==> config.mk <==
export PLATFORM = sky130hd
export DESIGN_NAME = card_datapath_flat
export DESIGN_NICKNAME = d
export VERILOG_FILES = /design/src/rtl/baccarat_pkg.sv /design/src/rtl/card_datapath_if.sv /design/src/rtl/card7seg.sv /design/src/rtl/card_datapath.sv /design/src/flat_wrapper.sv
export SDC_FILE = /design/constraint.sdc
export NUM_CORES = 1
export LEC_CHECK = 0
export CAP_MARGIN = 40
export CELL_PAD_IN_SITES_DETAIL_PLACEMENT = 1
export CELL_PAD_IN_SITES_GLOBAL_PLACEMENT = 1
export CORE_ASPECT_RATIO = 1.75
export CORE_UTILIZATION = 31
export CTS_CLUSTER_SIZE = 20
export DETAILED_ROUTE_END_ITERATION = 8
export GPL_TIMING_DRIVEN = 0
export HOLD_SLACK_MARGIN = 0.1
export PLACE_DENSITY_LB_ADDON = 0.08
export SLEW_MARGIN = 5
export SYNTH_ARGS = -nofsm -noshare
export SYNTH_HDL_FRONTEND = slang
export SYNTH_SLANG_ARGS = --single-unit
==> constraint.sdc <==
create_clock -name slow_clock -period 3.9 [get_ports slow_clock]
set_input_delay 0.78 -clock slow_clock [delete_from_list [all_inputs] [get_ports slow_clock]]
set_output_delay 0.78 -clock slow_clock [all_outputs]
set_load 0.05 [all_outputs]
==> src/rtl/baccarat_pkg.sv <==
// Shared Baccarat definitions: card codes, active-low seven-segment glyphs,
// card valuation and the modulo-10 three-card hand score.
package baccarat_pkg;

    localparam int unsigned CARD_W  = 4;
    localparam int unsigned GLYPH_W = 7;

    localparam logic [CARD_W-1:0] CARD_EMPTY = 4'd0;
    localparam logic [CARD_W-1:0] CARD_ACE   = 4'd1;
    localparam logic [CARD_W-1:0] CARD_TEN   = 4'd10;
    localparam logic [CARD_W-1:0] CARD_JACK  = 4'd11;
    localparam logic [CARD_W-1:0] CARD_QUEEN = 4'd12;
    localparam logic [CARD_W-1:0] CARD_KING  = 4'd13;

    // Glyphs are active-low, bit order {g,f,e,d,c,b,a}
    localparam logic [GLYPH_W-1:0] SEG_0     = 7'b1000000;
    localparam logic [GLYPH_W-1:0] SEG_2     = 7'b0100100;
    localparam logic [GLYPH_W-1:0] SEG_3     = 7'b0110000;
    localparam logic [GLYPH_W-1:0] SEG_4     = 7'b0011001;
    localparam logic [GLYPH_W-1:0] SEG_5     = 7'b0010010;
    localparam logic [GLYPH_W-1:0] SEG_6     = 7'b0000010;
    localparam logic [GLYPH_W-1:0] SEG_7     = 7'b1111000;
    localparam logic [GLYPH_W-1:0] SEG_8     = 7'b0000000;
    localparam logic [GLYPH_W-1:0] SEG_9     = 7'b0010000;
    localparam logic [GLYPH_W-1:0] SEG_A     = 7'b0001000;
    localparam logic [GLYPH_W-1:0] SEG_J     = 7'b1100001;
    localparam logic [GLYPH_W-1:0] SEG_Q     = 7'b0011000;
    localparam logic [GLYPH_W-1:0] SEG_K     = 7'b0001010;
    localparam logic [GLYPH_W-1:0] SEG_BLANK = 7'b1111111;

    // Pip cards count face value; tens, faces and empty codes count zero
    function automatic logic [CARD_W-1:0] card_value(input logic [CARD_W-1:0] code);
        if (code >= 4'd1 && code <= 4'd9) begin
            return code;
        end
        return 4'd0;
    endfunction

    // Hand score from three raw card codes; sum peaks at 27 so two
    // conditional subtractions complete the mod-10
    function automatic logic [CARD_W-1:0] mod10_sum3(input logic [CARD_W-1:0] a,
                                                     input logic [CARD_W-1:0] b,
                                                     input logic [CARD_W-1:0] c);
        logic [4:0] sum;
        sum = 5'(card_value(a)) + 5'(card_value(b)) + 5'(card_value(c));
        if (sum >= 5'd10) begin
            sum = sum - 5'd10;
        end
        if (sum >= 5'd10) begin
            sum = sum - 5'd10;
        end
        return sum[CARD_W-1:0];
    endfunction

endpackage

==> src/rtl/card_datapath_if.sv <==
// Bundle between the dealer/round state machine and the card datapath.
// master: drives new_card and load strobes, observes scores and displays.
// slave : the datapath side.
interface card_datapath_if #(
    parameter int unsigned SEG_W = 7
);
    logic [3:0]       new_card;
    logic             load_pcard1;
    logic             load_pcard2;
    logic             load_pcard3;
    logic             load_dcard1;
    logic             load_dcard2;
    logic             load_dcard3;
    logic [3:0]       pcard3;
    logic [3:0]       pscore;
    logic [3:0]       dscore;
    logic [SEG_W-1:0] HEX0;
    logic [SEG_W-1:0] HEX1;
    logic [SEG_W-1:0] HEX2;
    logic [SEG_W-1:0] HEX3;
    logic [SEG_W-1:0] HEX4;
    logic [SEG_W-1:0] HEX5;

    modport master (
        output new_card, load_pcard1, load_pcard2, load_pcard3,
               load_dcard1, load_dcard2, load_dcard3,
        input  pcard3, pscore, dscore, HEX0, HEX1, HEX2, HEX3, HEX4, HEX5
    );

    modport slave (
        input  new_card, load_pcard1, load_pcard2, load_pcard3,
               load_dcard1, load_dcard2, load_dcard3,
        output pcard3, pscore, dscore, HEX0, HEX1, HEX2, HEX3, HEX4, HEX5
    );
endinterface

==> src/rtl/card7seg.sv <==
// Combinational card-code to active-low seven-segment glyph.
// Ports: i_code (4-bit card code), o_seg (SEG_W glyph, blank for empty codes).
module card7seg
    import baccarat_pkg::*;
#(
    parameter int unsigned SEG_W = 7
) (
    input  logic [3:0]       i_code,
    output logic [SEG_W-1:0] o_seg
);

    logic [GLYPH_W-1:0] w_glyph;

    always_comb begin
        w_glyph = SEG_BLANK;
        case (i_code)
            CARD_ACE:   w_glyph = SEG_A;
            4'd2:       w_glyph = SEG_2;
            4'd3:       w_glyph = SEG_3;
            4'd4:       w_glyph = SEG_4;
            4'd5:       w_glyph = SEG_5;
            4'd6:       w_glyph = SEG_6;
            4'd7:       w_glyph = SEG_7;
            4'd8:       w_glyph = SEG_8;
            4'd9:       w_glyph = SEG_9;
            CARD_TEN:   w_glyph = SEG_0;
            CARD_JACK:  w_glyph = SEG_J;
            CARD_QUEEN: w_glyph = SEG_Q;
            CARD_KING:  w_glyph = SEG_K;
            default:    w_glyph = SEG_BLANK;
        endcase
    end

    assign o_seg = SEG_W'(w_glyph);

endmodule

==> src/rtl/card_datapath.sv <==
// Baccarat round datapath: six card registers loaded from new_card by
// independent strobes, mod-10 hand scores, raw player card 3, six displays.
// Ports: slow_clock, resetb (sync, active-low), bus (card_datapath_if.slave):
//   new_card/load_* in; pcard3, pscore, dscore, HEX0..HEX5 out (combinational).
module card_datapath
    import baccarat_pkg::*;
#(
    parameter int unsigned SEG_W = 7
) (
    input  logic            slow_clock,
    input  logic            resetb,
    card_datapath_if.slave  bus
);

    localparam int unsigned NUM_CARDS = 6;

    logic [CARD_W-1:0] r_pc1, r_pc2, r_pc3;
    logic [CARD_W-1:0] r_dc1, r_dc2, r_dc3;
    logic [CARD_W-1:0] w_cards [NUM_CARDS];
    logic [SEG_W-1:0]  w_hex   [NUM_CARDS];

    // Card registers; reset wins over any strobe in the same cycle
    always_ff @(posedge slow_clock) begin
        if (!resetb) begin
            r_pc1 <= CARD_EMPTY;
            r_pc2 <= CARD_EMPTY;
            r_pc3 <= CARD_EMPTY;
            r_dc1 <= CARD_EMPTY;
            r_dc2 <= CARD_EMPTY;
            r_dc3 <= CARD_EMPTY;
        end else begin
            if (bus.load_pcard1) r_pc1 <= bus.new_card;
            if (bus.load_pcard2) r_pc2 <= bus.new_card;
            if (bus.load_pcard3) r_pc3 <= bus.new_card;
            if (bus.load_dcard1) r_dc1 <= bus.new_card;
            if (bus.load_dcard2) r_dc2 <= bus.new_card;
            if (bus.load_dcard3) r_dc3 <= bus.new_card;
        end
    end

    assign w_cards[0] = r_pc1;
    assign w_cards[1] = r_pc2;
    assign w_cards[2] = r_pc3;
    assign w_cards[3] = r_dc1;
    assign w_cards[4] = r_dc2;
    assign w_cards[5] = r_dc3;

    // One display decoder per card register, HEX index follows card order
    for (genvar g = 0; g < NUM_CARDS; g++) begin : g_disp
        card7seg #(.SEG_W(SEG_W)) u_seg (
            .i_code (w_cards[g]),
            .o_seg  (w_hex[g])
        );
    end

    assign bus.HEX0   = w_hex[0];
    assign bus.HEX1   = w_hex[1];
    assign bus.HEX2   = w_hex[2];
    assign bus.HEX3   = w_hex[3];
    assign bus.HEX4   = w_hex[4];
    assign bus.HEX5   = w_hex[5];

    assign bus.pscore = mod10_sum3(r_pc1, r_pc2, r_pc3);
    assign bus.dscore = mod10_sum3(r_dc1, r_dc2, r_dc3);
    assign bus.pcard3 = r_pc3;

endmodule

==> src/flat_wrapper.sv <==
// flat-port wrapper written by rule: the top's interface ports become plain ports
module card_datapath_flat import baccarat_pkg::*;
#(
    parameter int unsigned SEG_W = 7
)
  (slow_clock, resetb, bus_new_card, bus_load_pcard1, bus_load_pcard2, bus_load_pcard3, bus_load_dcard1, bus_load_dcard2, bus_load_dcard3, bus_pcard3, bus_pscore, bus_dscore, bus_HEX0, bus_HEX1, bus_HEX2, bus_HEX3, bus_HEX4, bus_HEX5);
  card_datapath_if #(.SEG_W(SEG_W)) bus_i ();
  input  logic slow_clock;
  input  logic resetb;
  input wire logic [$bits(bus_i.new_card)-1:0] bus_new_card;
  input wire logic [$bits(bus_i.load_pcard1)-1:0] bus_load_pcard1;
  input wire logic [$bits(bus_i.load_pcard2)-1:0] bus_load_pcard2;
  input wire logic [$bits(bus_i.load_pcard3)-1:0] bus_load_pcard3;
  input wire logic [$bits(bus_i.load_dcard1)-1:0] bus_load_dcard1;
  input wire logic [$bits(bus_i.load_dcard2)-1:0] bus_load_dcard2;
  input wire logic [$bits(bus_i.load_dcard3)-1:0] bus_load_dcard3;
  output wire logic [$bits(bus_i.pcard3)-1:0] bus_pcard3;
  output wire logic [$bits(bus_i.pscore)-1:0] bus_pscore;
  output wire logic [$bits(bus_i.dscore)-1:0] bus_dscore;
  output wire logic [$bits(bus_i.HEX0)-1:0] bus_HEX0;
  output wire logic [$bits(bus_i.HEX1)-1:0] bus_HEX1;
  output wire logic [$bits(bus_i.HEX2)-1:0] bus_HEX2;
  output wire logic [$bits(bus_i.HEX3)-1:0] bus_HEX3;
  output wire logic [$bits(bus_i.HEX4)-1:0] bus_HEX4;
  output wire logic [$bits(bus_i.HEX5)-1:0] bus_HEX5;
  assign bus_i.new_card = bus_new_card;
  assign bus_i.load_pcard1 = bus_load_pcard1;
  assign bus_i.load_pcard2 = bus_load_pcard2;
  assign bus_i.load_pcard3 = bus_load_pcard3;
  assign bus_i.load_dcard1 = bus_load_dcard1;
  assign bus_i.load_dcard2 = bus_load_dcard2;
  assign bus_i.load_dcard3 = bus_load_dcard3;
  assign bus_pcard3 = bus_i.pcard3;
  assign bus_pscore = bus_i.pscore;
  assign bus_dscore = bus_i.dscore;
  assign bus_HEX0 = bus_i.HEX0;
  assign bus_HEX1 = bus_i.HEX1;
  assign bus_HEX2 = bus_i.HEX2;
  assign bus_HEX3 = bus_i.HEX3;
  assign bus_HEX4 = bus_i.HEX4;
  assign bus_HEX5 = bus_i.HEX5;
  card_datapath #(.SEG_W(SEG_W)) u_core (.slow_clock(slow_clock), .resetb(resetb), .bus(bus_i));
endmodule
==> key figures, run 1 <==
Finish
  – Layout area overhead: 44.9%
  – Fin nets: 606
  – Fillers: approximately 1,500
  – Share of layout cells above drive strength 1: between 20 and 30%
  – ANT cells: 0

Power
  – Gate power share: 48.4%
  – Switching Power: about 1300 µW
  – Leak pwr: 0.00254 µW
  – Switching Share: between 30% and 40%
  – Pwr Density: 569 nW/µm²
  – Internal power: approximately 2100 µW
  – Total Power Consumption: approximately 3300 µW
  – Reg power frac: between 20% and 30%
  – Peak supply drop: ~230 µV
  – Part of the power in the clock network: between 20% and 30%

Route
  – Drt total wl: 11.1 mm
  – Vias per cell: about 4.9
  – Pre-antenna DRT Iters: 4
  – Post-DRT Antenna Nets: 0
  – Wirelength per Cell: between 15 and 20 µm
  – Remaining DRCs: 0
  – Drt initial violations: 57
  – Via Count: 3,521

Global routing
  – Largest net degree at the start of global routing: 13
  – Total Routing Usage GR: approximately 18%
  – Global-route wire length before repair: between 15 and 20 mm
  – Initial antenna violation count: 0
  – Total grt overflow: 0
  – Vias in the first global route: approximately 4,000

Yosys
  – Top cells by area, synth: dfxtp_1, ha_1, mux2_2
  – Ys async rst share: 0%
  – Cell taking the most area after synthesis: dfxtp_1
  – Most used DFF post-synth: dfxtp_1
  – Post-Synth XOR/XNOR Area: 1.91%
  – Flops & latches, synth: 66
  – Mean area per synthesized cell: 9.07 µm²
  – Yosys Warn Count: 0
  – Syn Inst Count: 448
  – Simple-Gate Fraction of Synth Area: between 10% and 20%
  – Yosys top cell area share: around 33%
  – Synthesized Nets: 513
  – Synth unique cells: 46
  – Sequential fraction of the synthesis area: 32.5%
  – Post-Synth Adder-Cell Area: a little under a fifth
  – Multiplexer share of the synthesized area: about a tenth
  – Synth Area in Compound Gates: between 10% and 20%
  – Largest family of logic cells by synthesized area: adder cells
  – Commonest cells in the netlist: dfxtp_1, nand2_1, inv_1
  – Synthesized cell area: 4060 µm²
  – Most frequent cell after synthesis: dfxtp_1
  – Number of synthesized flops with an enable pin: 0

Placement
  – I/O Buffers: 64
  – Detail Placement HPWL: ~8.2 mm
  – Dpl ws: -1.39 ns
  – Placer Congestion: 0.748

Floorplanning
  – Initial Utilization: around a third
  – Chip height: roughly 150 µm
  – Core area: 12,900 µm²
  – Die area: ~14,000 µm²
  – Die width: approximately 90 µm
  – Row count: between 50 and 60
  – I/O pin total: between 60 and 70

Worst setup path
  – CP max-delay cell: fa_1
  – Crit path buf inv count: 3
  – Max incr delay on CP: 0.55 ns
  – Crit-path max FO: 4
  – Startpoint Class: register
  – CP Data Required Time: ~3.1 ns
  – WS Path Type: reg -> out
  – Crit path cell chain: nor2b_4, fa_1, ha_4, fa_1, inv_2, ha_4, nor2b_4, o21ai_4, o21ai_4, mux2_4, inv_4, ha_4, o221a_4, o31ai_4, mux2i_4, buf_6
  – Worst EP arrival: just under 4 ns
  – Most used cell, CP: ha_4
  – CP delay by family, top: adder cells
  – CP Capture Type: output port

STA
  – Tmin final: about 4.7 ns
  – Min setup slack post-route: -0.768 ns
  – Relative slew slack: between 50% and 60%
  – Worst Max-Slew Pin Slew: around 0.68 ns
  – Worst Skew: ~0.0044 ns
  – TNS Setup: -3.97 ns
  – RSZ-0062 raised after global routing: true
  – Max-slew violations: 0
  – Final Hold Violating Endpoints: 0
  – Final setup viols: 6
  – Fmax: roughly 210 MHz
  – Period Utilization, post-route: 120%

Clock tree
  – Worst skew pair latency: roughly 0.33 ns
  – Worst-path clk slew: 0.06 ns
  – TritonCTS clock tree: yes
  – Clock buffer count from CTS: 9
  – CTS root buffer: clkbuf_16
  – Hold Buf Count CTS: 0
  – H-Tree Level Count: 3
  – CTS Buffer Depth: 2
  – Num Clock Sinks: 66

Hold path
  – Worst min path class: reg -> reg

Status
  – Status: finished with violations
  – Failing checks: setup timing

Job
  – MaxCap Viol Count: 0
registers in the layout (all words and copies together) (netlist names):
| name | flops |
|---|---|
| u_core.g_disp.u_seg.o_seg | 42 |
| u_core.bus.pcard3 | 4 |
| u_core.r_dc1 | 4 |
| u_core.r_dc2 | 4 |
| u_core.r_dc3 | 4 |
| u_core.r_pc1 | 4 |
| u_core.r_pc2 | 4 |
layout make-up:
type | count | area [µm²] | area share [%]
buffer | 11 | 45.0 | 0.765
clock buffer | 10 | 229 | 3.89
clock inverter | 6 | 113 | 1.91
inverter | 50 | 193 | 3.27
multi-input combinational | 321 | 2930 | 49.7
sequential | 66 | 1370 | 23.3
tap | 171 | 214 | 3.64
timing repair buffer | 82 | 798 | 13.6
layer usage:
layer | track usage [%] | vias to the layer above | share of wire (%)
met3 | 2.70 | 17 | 2.7
met5 | 0 | - | 0
met4 | 8.83 | 0 | 2.8
met1 | 17.2 | 1729 | 36
li1 | - | 1716 | -
met2 | 34.9 | 59 | 58
worst min-delay path, stage by stage, from the launching register on:
cell	delay (ns)
dfxtp_2	0.35
mux2i_1	0.08
nor2b_1	0.10
power by group through the flow:
| stage | Combinational [µW] | Clock (µW) | Sequential [µW] |
|---|---|---|---|
| 2_1_floorplan | 809 | 0 | 1030 |
| 3_3_place_gp | 1380 | 0 | 799 |
| 3_5_place_dp | 1400 | 0 | 801 |
| 4_1_cts | 1570 | 973 | 788 |
| 5_1_grt | 1730 | 999 | 796 |
| 6_report | 1620 | 943 | 785 |
through the flow:
step	hold WS (ns)	cell area, µm²	utilization, %	cells
3_5_place_dp	0.565	5190	40.4	683
3_3_place_gp	0.541	5190	40.4	683
4_1_cts	0.568	5800	45.1	711
2_1_floorplan	0.514	4340	-	448
5_1_grt	0.622	5890	45.7	717
6_report	0.567	5890	45.7	717
placed cells by master (no fill, tap or decap), types with 4 or more instances in the layout:
| cell | n |
|---|---|
| o221a_2 | 6 |
| o21ai_4 | 4 |
| dfxtp_4 | 10 |
| mux2_2 | 18 |
| nor3b_1 | 6 |
| buf_4 | 15 |
| nor2b_1 | 17 |
| mux4_2 | 6 |
| buf_6 | 8 |
| fa_1 | 7 |
| inv_1 | 42 |
| mux2i_1 | 6 |
| a31oi_1 | 13 |
| nor3_1 | 6 |
| clkbuf_1 | 9 |
| ha_1 | 35 |
| a21oi_1 | 30 |
| a311oi_1 | 6 |
| nand2_1 | 52 |
| clkdlybuf4s50_1 | 58 |
| dfxtp_2 | 8 |
| o21ai_1 | 5 |
| nor2b_4 | 9 |
| clkbuf_16 | 9 |
| o22ai_1 | 6 |
| ha_4 | 8 |
| dfxtp_1 | 48 |
| inv_2 | 6 |
| nor2_1 | 27 |
logic make-up after synthesis:
family,Yosys count
muxes,33
xor gates and xnor gates,8
buffers and inverters,61
AOI/OAI and AO/OA,91
and+or+nand+nor,136
DFF,66
adders and majority gates,53
what timing repair did:
action / 4_1_cts / 5_1_grt
setup buffers: 12 / 6
cloned: 0 / 0
endpoints found under the setup margin: 6 / 6
gates resized for setup: 87 / 14
pin swaps: 27 / 14
worst paths after layout:
| check | start | to | slack (ns) | cells after the start |
|---|---|---|---|---|
| worst max-delay path | u_core.r_dc2[1]$_SDFFE_PN0P_ | bus_dscore[1] | -0.77 | 16 |
| worst min-delay path | u_core.r_pc1[1]$_SDFFE_PN0P_ | u_core.r_pc1[1]$_SDFFE_PN0P_ | 0.57 | 2 |
| worst max register to register | u_core.r_pc2[1]$_SDFFE_PN0P_ | u_core.g_disp[1].u_seg.o_seg[4]$_DFF_P_ | 1.83 | 6 |
| worst min register to register | u_core.r_pc1[1]$_SDFFE_PN0P_ | u_core.r_pc1[1]$_SDFFE_PN0P_ | 0.57 | 2 |
(Power assumes the default switching activity.)
==> run 2: changes to the inputs <==
--- a/config.mk
+++ b/config.mk
@@ -9,7 +9,7 @@
 export CELL_PAD_IN_SITES_DETAIL_PLACEMENT = 1
 export CELL_PAD_IN_SITES_GLOBAL_PLACEMENT = 1
 export CORE_ASPECT_RATIO = 1.75
-export CORE_UTILIZATION = 31
+export CORE_UTILIZATION = 37
 export CTS_CLUSTER_SIZE = 20
 export DETAILED_ROUTE_END_ITERATION = 8
 export GPL_TIMING_DRIVEN = 0
==> run 2 against run 1 <==
Against the previous run:
- the flow still finishes with violations (setup timing)
- cell count down 5.7%
- die area down 16%
- worst hold slack better by 0.0013 ns
- critical path depth unchanged
- critical path type unchanged
- largest cell class unchanged
- largest power group unchanged
==> key figures, run 2 (synthesis gave the netlist of run 1 again) <==
STA
  – Tmin final: 4.61 ns (-0.0544 ns)
  – Max-slew violations: 0 (unchanged)
  – Worst Max-Slew Pin Slew: 0.583 ns (-0.0956 ns)
  – RSZ-0062 raised after global routing: true
  – Period Utilization, post-route: 118% (-1.4 points)
  – Worst Skew: 0.00547 ns (+0.00105 ns)
  – Relative slew slack: 61.1% (+6.4 points)
  – Min setup slack post-route: -0.714 ns (+0.0544 ns)
  – Final setup viols: 6 (unchanged)
  – Final Hold Violating Endpoints: 0 (unchanged)
  – Fmax: 217 MHz (+1.2%)

Power
  – Leak pwr: 0.00254 µW (-0.18%)
  – Pwr Density: 559 nW/µm² (-1.8%)
  – Peak supply drop: 434 µV (+86%)

Floorplanning
  – Initial Utilization: 38.0% (+6.4 points)
  – Row count: 50 (-9.1%)
  – I/O pin total: 66 (unchanged)
  – Chip height: 141 µm (-8.4%)
  – Core area: 10,700 µm² (-17%)
  – Die width: 81.2 µm (-8.3%)
  – Die area: 11,400 µm² (-16%)

Finish
  – Most common cell after layout, fill and taps aside: clkdlybuf4s50_1
  – ANT cells: 0 (unchanged)
  – Share of layout cells above drive strength 1: 28.6% (+0.92 points)
  – Fillers: 1,181 (-20%)
  – Layout area overhead: 43.1%
  – Most frequent cells in the layout: clkdlybuf4s50_1, nand2_1, dfxtp_1, inv_1, ha_1
  – Fin nets: 606 (unchanged)
  – Final Cell Area: 5810 µm² (-1.3%)
  – Final core utilization: 54.3% (+8.6 points)
  – Area of the multi-input gates: 2920 µm² (about the same)
  – Max reg flops: 42 (unchanged)
  – Sequential cell area: 1370 µm² (about the same)

Placement
  – Placer Congestion: 0.789 (+5.4%)
  – I/O Buffers: 64 (unchanged)
  – Detail Placement HPWL: 8.10 mm (-1.4%)
  – Post-DP Area: 5140 µm² (-0.99%)

Global routing
  – Total grt overflow: 0 (unchanged)
  – Largest net degree at the start of global routing: 13 (unchanged)
  – Vias in the first global route: 3,848 (-0.93%)
  – Total Routing Usage GR: 20.7% (+2.8 points)
  – Global-route wire length before repair: 18.0 mm (-3.3%)
  – Initial antenna violation count: 0 (unchanged)

Worst setup path
  – Most used cell, CP: ha_4
  – CP Capture Type: output port
  – Crit path buf inv count: 3 (unchanged)
  – Max incr delay on CP: 0.52 ns (-0.03 ns)
  – Startpoint Class: register
  – CP Data Required Time: 3.12 ns (about the same)
  – CP delay by family, top: adder cells
  – Crit-path max FO: 4 (unchanged)
  – Worst EP arrival: 3.83 ns (-0.06 ns)
  – CP max-delay cell: fa_1
  – Crit path cell chain: nor2b_4, fa_1, ha_4, fa_1, inv_2, ha_4, nor2b_4, o21ai_4, o21ai_4, mux2_4, inv_4, ha_4, o221a_4, o31ai_4, mux2i_4, buf_6
  – WS Path Type: reg -> out

Status
  – Status: finished with violations
  – Failing checks: setup timing

Route
  – Drt initial violations: 51 (-11%)
  – Post-DRT Antenna Nets: 0 (unchanged)
  – Remaining DRCs: 0 (unchanged)
  – Drt total wl: 10.9 mm (-1.2%)
  – Wirelength per Cell: 16.2 µm (+4.8%)
  – Via Count: 3,511 (-0.28%)
  – Pre-antenna DRT Iters: 4 (unchanged)
  – Vias per cell: 5.19 (+5.8%)

Clock tree
  – Worst skew pair latency: 0.34 ns (about the same)
  – CTS root buffer: clkbuf_16
  – CTS Buffer Depth: 2 (unchanged)
  – H-Tree Level Count: 3 (unchanged)
  – Num Clock Sinks: 66 (unchanged)
  – Clock buffer count from CTS: 9 (unchanged)
  – TritonCTS clock tree: yes
  – Worst-path clk slew: 0.05 ns (about the same)

Job
  – MaxCap Viol Count: 0 (unchanged)

Hold path
  – Worst min path class: reg -> reg
run 2: cell count changes in the layout (fill, tap and decap cells not counted), sizes merged:
cell | previous run | this run
clkinv | 0 | 1
clkbuf | 18 | 19
bufinv | 3 | 1
clkinvlp | 1 | 2
inv | 52 | 51
run 2: through the flow:
| step | cells | TNS (ns) | setup slack (ns) | power [µW] | hold slack [ns] |
|---|---|---|---|---|---|
| 5_1_grt | 676 | -4.53 | -0.827 | 3400 | 0.615 |
| 3_3_place_gp | 642 | -6.63 | -1.31 | 2170 | 0.540 |
| 4_1_cts | 670 | -3.95 | -0.757 | 3240 | 0.575 |
| 2_1_floorplan | 448 | -2.33 | -0.569 | 1840 | 0.514 |
| 3_5_place_dp | 642 | -7.27 | -1.40 | 2210 | 0.557 |
| 6_report | 676 | -3.88 | -0.714 | 3250 | 0.568 |
run 2: path summary, 6_finish.rpt:
check	slack, ns	cells past startpoint	start	to
max reg2reg	1.81	7	u_core.r_dc2[1]$_SDFFE_PN0P_	u_core.g_disp[4].u_seg.o_seg[4]$_DFF_P_
min	0.57	2	u_core.r_pc2[1]$_SDFFE_PN0P_	u_core.r_pc2[1]$_SDFFE_PN0P_
max	-0.71	16	u_core.r_dc3[1]$_SDFFE_PN0P_	bus_dscore[1]
min reg2reg	0.57	2	u_core.r_pc2[1]$_SDFFE_PN0P_	u_core.r_pc2[1]$_SDFFE_PN0P_
run 2: final cells by class:
| cell class | instances | share of cell area (%) |
|---|---|---|
| Buffer | 11 | 0.775 |
| Tap cell | 130 | 2.80 |
| Inverter | 50 | 3.32 |
| Clock inverter | 5 | 1.01 |
| Multi-Input combinational cell | 321 | 50.3 |
| Timing Repair Buffer | 82 | 13.7 |
| Clock buffer | 11 | 4.54 |
| Sequential cell | 66 | 23.6 |
run 2: routing by layer:
metal / vias to the layer above / wire [µm] / GRT usage (%)
met3: 12 / 386 / 3.95
li1: 1719 / - / -
met4: 0 / 172 / 7.71
met5: - / 0 / 0
met1: 1721 / 3990 / 20.4
met2: 59 / 6380 / 40.6
run 2: what timing repair did:
action                                  4_1_cts  5_1_grt
resized for setup                            81       20
buffers inserted                             12        7
hold buffers                                  0        0
cloned                                        0        0
endpoints found under the setup margin        6        6
pin swaps                                    23       14
run 2: worst reg2reg max path, cell delays in order, from the launching register on:
cell	delay [ns]
dfxtp_2	0.35
buf_4	0.12
mux2i_1	0.07
nor2b_1	0.41
inv_1	0.17
ha_1	0.38
mux4_2	0.48
inv_1	0.06
run 2: report_power, final:
part	internal [µW]	switching (µW)
combinational	667	933
sequential	753	32.7
clock	552	312
